===== src/rtl/rv32_pkg.sv =====
// Shared types for the RV32 fetch stage: FSM states, IF/ID entry layout and the
// canonical NOP encoding presented when IF/ID holds no instruction.
package rv32_pkg;

    typedef enum logic [1:0] {
        IDLE,
        REQ,
        WAIT,
        HOLD
    } fetch_state_e;

    localparam logic [31:0] NOP_INSTR = 32'h0000_0013;

    typedef struct packed {
        logic        valid;
        logic [31:0] pc;
        logic [31:0] instr;
    } if_id_t;

    localparam if_id_t IF_ID_EMPTY = '{valid: 1'b0, pc: 32'h0, instr: NOP_INSTR};

endpackage


===== src/rtl/fetch_skid_buf.sv =====
// One-entry IF/ID skid buffer: catches a fetch response that arrives while
// decode is stalled on a live instruction. Clear (flush) beats push and pop.
module fetch_skid_buf
    import rv32_pkg::*;
(
    input  logic   clk_i,
    input  logic   rst_ni,
    input  logic   push,
    input  logic   pop,
    input  logic   clear,
    input  if_id_t din,
    output if_id_t dout,
    output logic   full
);

    if_id_t data_p1;
    logic   full_p1;

    always_ff @(posedge clk_i) begin
        if (!rst_ni) begin
            full_p1 <= 1'b0;
        end else if (clear) begin
            full_p1 <= 1'b0;
        end else if (push) begin
            full_p1 <= 1'b1;
        end else if (pop) begin
            full_p1 <= 1'b0;
        end
    end

    // Payload needs no reset: it is only observed while full is set.
    always_ff @(posedge clk_i) begin
        if (push) begin
            data_p1 <= din;
        end
    end

    assign dout = data_p1;
    assign full = full_p1;

endmodule


===== src/rtl/fetch_stage.sv =====
// RV32 instruction-fetch stage with IF/ID register, load-use stall and EX redirect.
// Define RV32_FETCH_PERF_EN to add saturating fetch/stall/flush counters.
module fetch_stage
    import rv32_pkg::*;
#(
    parameter int unsigned     XLEN     = 32,
    parameter logic [XLEN-1:0] RESET_PC = '0
) (
    input  logic            clk_i,
    input  logic            rst_ni,
    input  logic            stall_i,
    input  logic            redirect_i,
    input  logic [XLEN-1:0] redirect_pc_i,
    output logic            imem_req_o,
    output logic [XLEN-1:0] imem_addr_o,
    input  logic            imem_gnt_i,
    input  logic            imem_rvalid_i,
    input  logic [XLEN-1:0] imem_rdata_i,
    output logic            if_id_valid_o,
    output logic [XLEN-1:0] if_id_pc_o,
    output logic [XLEN-1:0] if_id_instr_o
`ifdef RV32_FETCH_PERF_EN
    ,
    output logic [31:0]     perf_fetch_cnt_o,
    output logic [31:0]     perf_stall_cnt_o,
    output logic [31:0]     perf_flush_cnt_o
`endif
);

    fetch_state_e    state;
    logic [XLEN-1:0] pc;
    logic [XLEN-1:0] req_pc;
    logic [XLEN-1:0] addr;
    logic            kill;
    if_id_t          if_id_p1;
    if_id_t          skid_dout;
    if_id_t          rsp_entry;
    logic            skid_full;
    logic [XLEN-1:0] redirect_tgt;
    logic [XLEN-1:0] pc_nxt;
    logic            rsp;
    logic            rsp_live;
    logic            to_if_id;
    logic            to_skid;

    assign redirect_tgt = redirect_pc_i & ~XLEN'(3);
    assign rsp          = (state == WAIT) && imem_rvalid_i;
    assign rsp_live     = rsp && !kill && !redirect_i;
    assign to_if_id     = rsp_live && (!if_id_p1.valid || !stall_i);
    assign to_skid      = rsp_live && !to_if_id;
    assign rsp_entry    = '{valid: 1'b1, pc: req_pc, instr: imem_rdata_i};
    assign pc_nxt       = redirect_i ? redirect_tgt :
                          rsp_live   ? req_pc + XLEN'(4) : pc;

    fetch_skid_buf u_skid (
        .clk_i  (clk_i),
        .rst_ni (rst_ni),
        .push   (to_skid),
        .pop    (skid_full && !stall_i),
        .clear  (redirect_i),
        .din    (rsp_entry),
        .dout   (skid_dout),
        .full   (skid_full)
    );

    // addr is only reloaded on entry to REQ, so it stays put until granted.
    always_ff @(posedge clk_i) begin
        if (!rst_ni) begin
            state <= IDLE;
            pc    <= RESET_PC;
            addr  <= RESET_PC;
            kill  <= 1'b0;
        end else begin
            pc <= pc_nxt;
            unique case (state)
                IDLE: begin
                    state <= REQ;
                    addr  <= pc_nxt;
                end
                REQ: begin
                    if (redirect_i) kill <= 1'b1;
                    if (imem_gnt_i) state <= WAIT;
                end
                WAIT: begin
                    if (rsp) begin
                        kill  <= 1'b0;
                        state <= to_skid ? HOLD : REQ;
                        addr  <= pc_nxt;
                    end else if (redirect_i) begin
                        kill <= 1'b1;
                    end
                end
                HOLD: begin
                    if (redirect_i || !stall_i) begin
                        state <= REQ;
                        addr  <= pc_nxt;
                    end
                end
            endcase
        end
    end

    always_ff @(posedge clk_i) begin
        if (state == REQ && imem_gnt_i) begin
            req_pc <= pc;
        end
    end

    // IF/ID stage boundary
    always_ff @(posedge clk_i) begin
        if (!rst_ni || redirect_i) begin
            if_id_p1 <= IF_ID_EMPTY;
        end else if (to_if_id) begin
            if_id_p1 <= rsp_entry;
        end else if (!stall_i) begin
            if_id_p1 <= skid_full ? skid_dout : IF_ID_EMPTY;
        end
    end

    assign imem_req_o    = (state == REQ);
    assign imem_addr_o   = addr;
    assign if_id_valid_o = if_id_p1.valid;
    assign if_id_pc_o    = if_id_p1.pc;
    assign if_id_instr_o = if_id_p1.instr;

`ifdef RV32_FETCH_PERF_EN
    logic [31:0] fetch_cnt;
    logic [31:0] stall_cnt;
    logic [31:0] flush_cnt;

    function automatic logic [31:0] sat_inc(input logic [31:0] v);
        return (&v) ? v : v + 32'd1;
    endfunction

    always_ff @(posedge clk_i) begin
        if (!rst_ni) begin
            fetch_cnt <= '0;
            stall_cnt <= '0;
            flush_cnt <= '0;
        end else begin
            if (rsp_live)                    fetch_cnt <= sat_inc(fetch_cnt);
            if (stall_i && if_id_p1.valid)   stall_cnt <= sat_inc(stall_cnt);
            if (redirect_i)                  flush_cnt <= sat_inc(flush_cnt);
        end
    end

    assign perf_fetch_cnt_o = fetch_cnt;
    assign perf_stall_cnt_o = stall_cnt;
    assign perf_flush_cnt_o = flush_cnt;
`endif

endmodule


===== config.mk =====
export PLATFORM = sky130hd
export DESIGN_NAME = fetch_stage
export DESIGN_NICKNAME = d
export VERILOG_FILES = /design/src/rtl/rv32_pkg.sv /design/src/rtl/fetch_skid_buf.sv /design/src/rtl/fetch_stage.sv
export SDC_FILE = /design/constraint.sdc
export NUM_CORES = 1
export LEC_CHECK = 0
export ABC_AREA = 1
export CORE_MARGIN = 2
export CORE_UTILIZATION = 45
export CTS_CLUSTER_DIAMETER = 30
export DETAILED_ROUTE_END_ITERATION = 8
export PLACE_DENSITY = 0.81
export SKIP_LAST_GASP = 1
export SYNTH_ARGS = -nofsm -noshare
export SYNTH_HDL_FRONTEND = slang
export SYNTH_HIERARCHICAL = 1
export SYNTH_SLANG_ARGS = --single-unit

===== constraint.sdc =====
create_clock -name clk_i -period 3.9 [get_ports clk_i]
set_clock_uncertainty 0.2 [all_clocks]
set_input_delay 0.39 -clock clk_i [delete_from_list [all_inputs] [get_ports clk_i]]
set_output_delay 0.39 -clock clk_i [all_outputs]
set_load 0.005 [all_outputs]

# After elaboration in Yosys (flattened, before gate mapping)
# Index checks and enable logic that the tools add are counted.
[word_totals]
ff_bits = 229
latch_bits = 0
ramBits = 0
mem_bits_ro = 0
inputBits = 70
out_inout_bits = 98
elab_cells = 61
memories = 0
[op_classes]
add_sub_neg = 1
mul = 0
div = 0
order_cmp = 0
n_eq_ne = 7
shift = 0
muxes = 18
n_bitwise = 1
reduce_logical = 23
[ops]
columns = ["operator", "count"]
rows = [
  ["$mux 65", 3],
  ["$mux 32", 4],
  ["$pmux 32 s3", 1],
  ["$add 32x3->32 const B", 1],
  ["$mux 2", 4],
  ["$pmux 2 s4", 1],
  ["$logic_and 1x1->1", 7],
  ["$logic_not 1->1", 6],
  ["$reduce_and 3->1", 2],
  ["$eq 2x2->1 const B", 2],
  ["$mux 1", 4],
  ["$ne 2x1->1 const B", 2],
  ["$ne 2x2->1 const B", 2],
  ["$reduce_bool 2->1", 2],
  ["$logic_or 1x1->1", 3],
  ["$reduce_bool 3->1", 1],
  ["$eq 2x1->1 const B", 1],
  ["$logic_not 2->1", 1],
  ["$pmux 1 s2", 1],
  ["$reduce_or 2->1", 1],
  ["$not 1->1", 1],
]

# Longest topological paths before layout
[logic_depth]
word_depth = 10
ltp_mapped = 13
ltp_nobuf = 13

# Cells and area by module
# The synthesis kept the hierarchy.
[modules_own_cells]
columns = ["module", "instances", "cells_each", "area_each_um2", "seq_area_each_um2"]
rows = [
  ["fetch_stage", 1, 974, 7437.1, 3603.5],
  ["fetch_skid_buf", 1, 72, 1999.4, 1971.9],
]

# Least setup slack after synthesis
# Ideal clock, no wire load.
[synth_path]
path_type = "flip-flop to flip-flop"
start = "reg state[0]"
end = "reg u_skid.full_p1 (netlist: u_skid/full)"
setup_time_ns = 0.073
arrival_ns = 3.927
t_required_ns = 3.627
path_slack_ns = -0.300
stages_incl_launch_ff = 7
path_buffers = 0
path_cell_list = "dfxtp_1 inv_1 ha_1 nand3_2 nor2_1 inv_1 a21oi_2"
[synth_between]
elab_chain_cells = 8
word_cells_on_any_way = 9
classes_between = "1 x eq/ne; 1 x mux; 7 x reduce/logical"
[synth_rtl]
columns = ["item", "line", "rtl"]
rows = [
  ["start, declared", "fetch_stage.sv:30", "fetch_state_e state;"],
  ["start signal, assigned", "fetch_stage.sv:87", "state <= to_skid ? HOLD : REQ;"],
  ["$eq 2x2->1 (*)", "fetch_stage.sv:47", "assign rsp = (state == WAIT) && imem_rvalid_i;"],
  ["$logic_and 1x1->1 (*)", "fetch_stage.sv:47", ""],
  ["$logic_and 1x1->1 (*) (2 in series)", "fetch_stage.sv:48", "assign rsp_live = rsp && !kill && !redirect_i;"],
  ["$logic_and 1x1->1", "fetch_stage.sv:49", "assign to_if_id = rsp_live && (!if_id_p1.valid || !stall_i);"],
  ["$logic_not 1->1", "fetch_stage.sv:50", "assign to_skid = rsp_live && !to_if_id;"],
  ["$logic_and 1x1->1 (*)", "fetch_stage.sv:50", ""],
  ["net to_skid", "fetch_stage.sv:44", "logic to_skid;"],
  ["$mux 1 or $reduce_bool 2->1 (tied branches)", "-", ""],
  ["end signal, assigned", "fetch_skid_buf.sv:23", "full_p1 <= 1'b0;"],
  ["end signal, assigned", "fetch_skid_buf.sv:25", "full_p1 <= 1'b1;"],
  ["end signal, assigned", "fetch_skid_buf.sv:27", "full_p1 <= 1'b0;"],
  ["end, declared", "fetch_skid_buf.sv:17", "logic full_p1;"],
]
# Mark *: on every way through the listed nets, which the timed path passes. The rest lies on a longest branch.
# A chain may end at the register's enable or synchronous reset.

# Final worst setup path
[layout_path]
start = "in redirect_i"
end = "reg if_id_p1 (netlist bit if_id_instr_o[19])"
[layout_between]
elab_chain_cells = 4
word_cells_on_any_way = 6
classes_between = "1 x eq/ne; 1 x mux; 4 x reduce/logical"
[layout_rtl]
columns = ["item", "line", "rtl"]
rows = [
  ["start, declared", "fetch_stage.sv:12", "input logic redirect_i,"],
  ["$logic_not 1->1", "fetch_stage.sv:48", ""],
  ["$logic_and 1x1->1", "fetch_stage.sv:48", ""],
  ["$logic_and 1x1->1", "fetch_stage.sv:49", ""],
  ["$ne 2x1->1 (no line) or $mux 65 (tied branches)", "-", ""],
  ["end signal, assigned", "fetch_stage.sv:114", "if_id_p1 <= rsp_entry;"],
  ["end signal, assigned", "fetch_stage.sv:116", "if_id_p1 <= skid_full ? skid_dout : IF_ID_EMPTY;"],
  ["end, declared", "fetch_stage.sv:35", "if_id_t if_id_p1;"],
]
# Parallel ways exist; a longest one is shown, timed or not.

==> impl_metrics.ini <==
[global_routing]
grt_remaining_overflow = 0
grt_pass1_vias = 7598
track_usage_pct = 21.9
grt_max_degree = 61
antenna_found_initial = 0
grt_pass1_wl_microns = 38700

[floorplanning]
ios = 168
die_h_microns = 149
core_sq_mm = 0.0204
start_util_pct = 46.2
fp.dieArea_sq_mm = 0.0221
fp-row-count = 52
die_w_microns = 149

[sta]
slew_headroom_pct = 38.8
clock.fmax_mhz = 354
setup_violations = 0
rsz0062_at_grt = no
hold_viol = 0
min_period_over_period_pct = 72.5
finalCriticalPeriod_ns = 2.83
setup_tns_ns = 0
slew_viol_final = 0
tightest_slew_ns = 0.917

[worst_setup_path]
worstPathArrival_ns = 3.05
worst-path-stages = 6
reg2reg_to = if_id_instr_o[19]
cpLargestDelayFamily = buffers and inverters
critPathMaxFanout = 51
start_kind = primary input
cp.buffers_inverters = 2
end_kind = flip-flop
cp-startpoint = redirect_i
r2r_cells = 8
endpoint = if_id_instr_o[19]
r2r_start = state[0]
crit_chain = clkdlybuf4s50_1, nor3_4, nand2_2, inv_2, nand2_1, a31oi_1
reg2reg_slack_ns = 1.11
critPathRequiredTime_ns = 4.12
critPathKind = primary input to flip-flop
cp_slowest_cell = inv_2
max_stage_delay_ns = 0.81

[layout]
fill_cells = 1689
nets = 1290
seqCellArea_sq_mm = 0.00558
n_antenna_cell = 0
final_cell_mix = 256 x nand2_1, 165 x clkdlybuf4s50_1, 133 x dfxtp_1
multi_input_area_sq_mm = 0.00328
fin_cells = 1519
area_growth_pct = 35.9
final_common_cell = nand2_1
layout-drive-gt1-share_pct = 8.81

[clock_network]
clk_pin_slew_ns = 0.05
clockBufferDepth = 3
post_cts_buffers = 0
cts-root-buf = clkbuf_16
cts_tree = done
cts_hold_buffers = 0
cts_sinks = 230
htreeDepth = 2
cts_resized = 0
cts_made_buffers = 42
worstSkewPairLatency_ns = 0.52

[placed_design]
portBuffers = 165
numPlacedInstances = 1441
gp_congestion = 0.886
hpwlAfterDp_microns = 16500

[detailed_routing]
drt-wirelength-per-cell_microns = 16.1
first_pass_iters = 6
drc_errors = 0
vias_per_cell = 5.20
wirelength_microns = 24400
drt_iter0_markers = 435
num_vias = 7897
final_antenna_net_count = 0

[logic_synthesis]
syn-cell-area_sq_mm = 0.00944
synth.distinct_cells = 38
synth-edff-count = 97
ys_ff_latch = 230
yosysSeqAreaShare_pct = 59.1
ys_dominant_reg_cell = dfxtp_1
synthCells = 1046
synth.avg_cell_area_sq_um = 9.02
ys_warn_count = 6
async_flop_share_pct = 0
syn_nets = 1121

[outcome]
outcome = finished clean

[pwr]
p_per_area_mw_per_mm2 = 580
p_leak_nw = 4.88
ir_drop_mv = 0.414

[min_path]
hp-class = flip-flop to flip-flop
hp-start = pc[1]

[run]
drv_cap = 0
-- routing by layer --
metal  vias to the layer above  GRT usage [%]  wire [microns]
met5                         -              0               0
met3                        59           4.50            1770
met4                         0           8.57             754
li1                       3884              -               -
met1                      3648           29.2           10700
met2                       306           35.2           11200
-- where the power goes --
part,switching [W],internal (W),leakage [nW]
clock,0.00122,0.00252,0.741
combinational,0.000459,0.000413,2.17
sequential,0.000132,0.00270,1.98
total,0.00181,0.00564,4.88
-- sequential cells by signal (all words and copies together) (netlist names) --
name and cells:
if_id_pc_o 32, u_skid/dout 65, kill 1, if_id_valid_o 1, pc 32, if_id_instr_o 32, imem_addr_o 32, state 2
req_pc 32, u_skid/full 1
-- how the worst min path moves through the flow --
stage | to | slack [ns] | cells after the start
final | req_pc[1] | 0.23 | 0
after global routing | req_pc[1] | 0.24 | 0
after CTS | req_pc[12] | 0.23 | 0
after detailed placement | req_pc[21] | 0.22 | 0
after global placement | req_pc[2] | 0.21 | 0
after floorplan | req_pc[2] | 0.21 | 0
-- cell type report --
cell class	instances	share of cell area, %
inverter	90	2.63
sequential	230	43.5
timing repair buffer	182	14.1
multi-input combinational	669	25.6
clock buffer	57	9.77
tap	270	2.63
clock inverter	21	1.84
-- Yosys cell counts (2+ instances only) --
master | instances | area, sq um
xor2_1 | 8 | 70.1
nor2_4 | 3 | 33.8
o21ai_0 | 52 | 260
inv_2 | 4 | 15.0
inv_1 | 85 | 319
ha_1 | 5 | 62.6
xnor2_1 | 4 | 35.0
nor2_2 | 2 | 12.5
o21ai_1 | 6 | 30.0
o2111ai_1 | 2 | 17.5
nor2_1 | 68 | 255
a31oi_1 | 49 | 307
buf_4 | 3 | 22.5
dfxtp_1 | 133 | 2660
clkbuf_1 | 24 | 90.1
o21a_1 | 21 | 158
nand2_1 | 256 | 961
a22oi_1 | 2 | 15.0
a21oi_1 | 46 | 230
buf_1 | 2 | 7.51
a22o_1 | 9 | 78.8
o211ai_1 | 6 | 45.0
nor3_1 | 2 | 10.0
edfxtp_1 | 97 | 2910
nand3_1 | 115 | 576
nand2_2 | 3 | 18.8
buf_2 | 28 | 140
-- logic make-up after synthesis --
group / Yosys count / synth area share [%]
and+or+nand+nor: 453 / 20.2
DFF: 230 / 59.1
AOI/OAI and AO/OA: 198 / 12.6
buffers and inverters: 147 / 6.34
xor gates and xnor gates: 12 / 1.11
adders and majority gates: 5 / 0.663
other: 1 / 0.0397
-- per-stage QoR --
step	setup WS (ns)	total power, W	cell area, sq um	hold slack [ns]	util, %
after floorplan	0.834	0.00332	9440	0.208	-
after global placement	0.679	0.00371	11300	0.209	55.5
after detailed placement	0.549	0.00373	11300	0.218	55.5
after CTS	1.08	0.00748	12800	0.230	62.8
after global routing	0.832	0.00770	12800	0.244	62.8
final	1.07	0.00744	12800	0.231	62.8
Power figures use the tool's default switching activity.
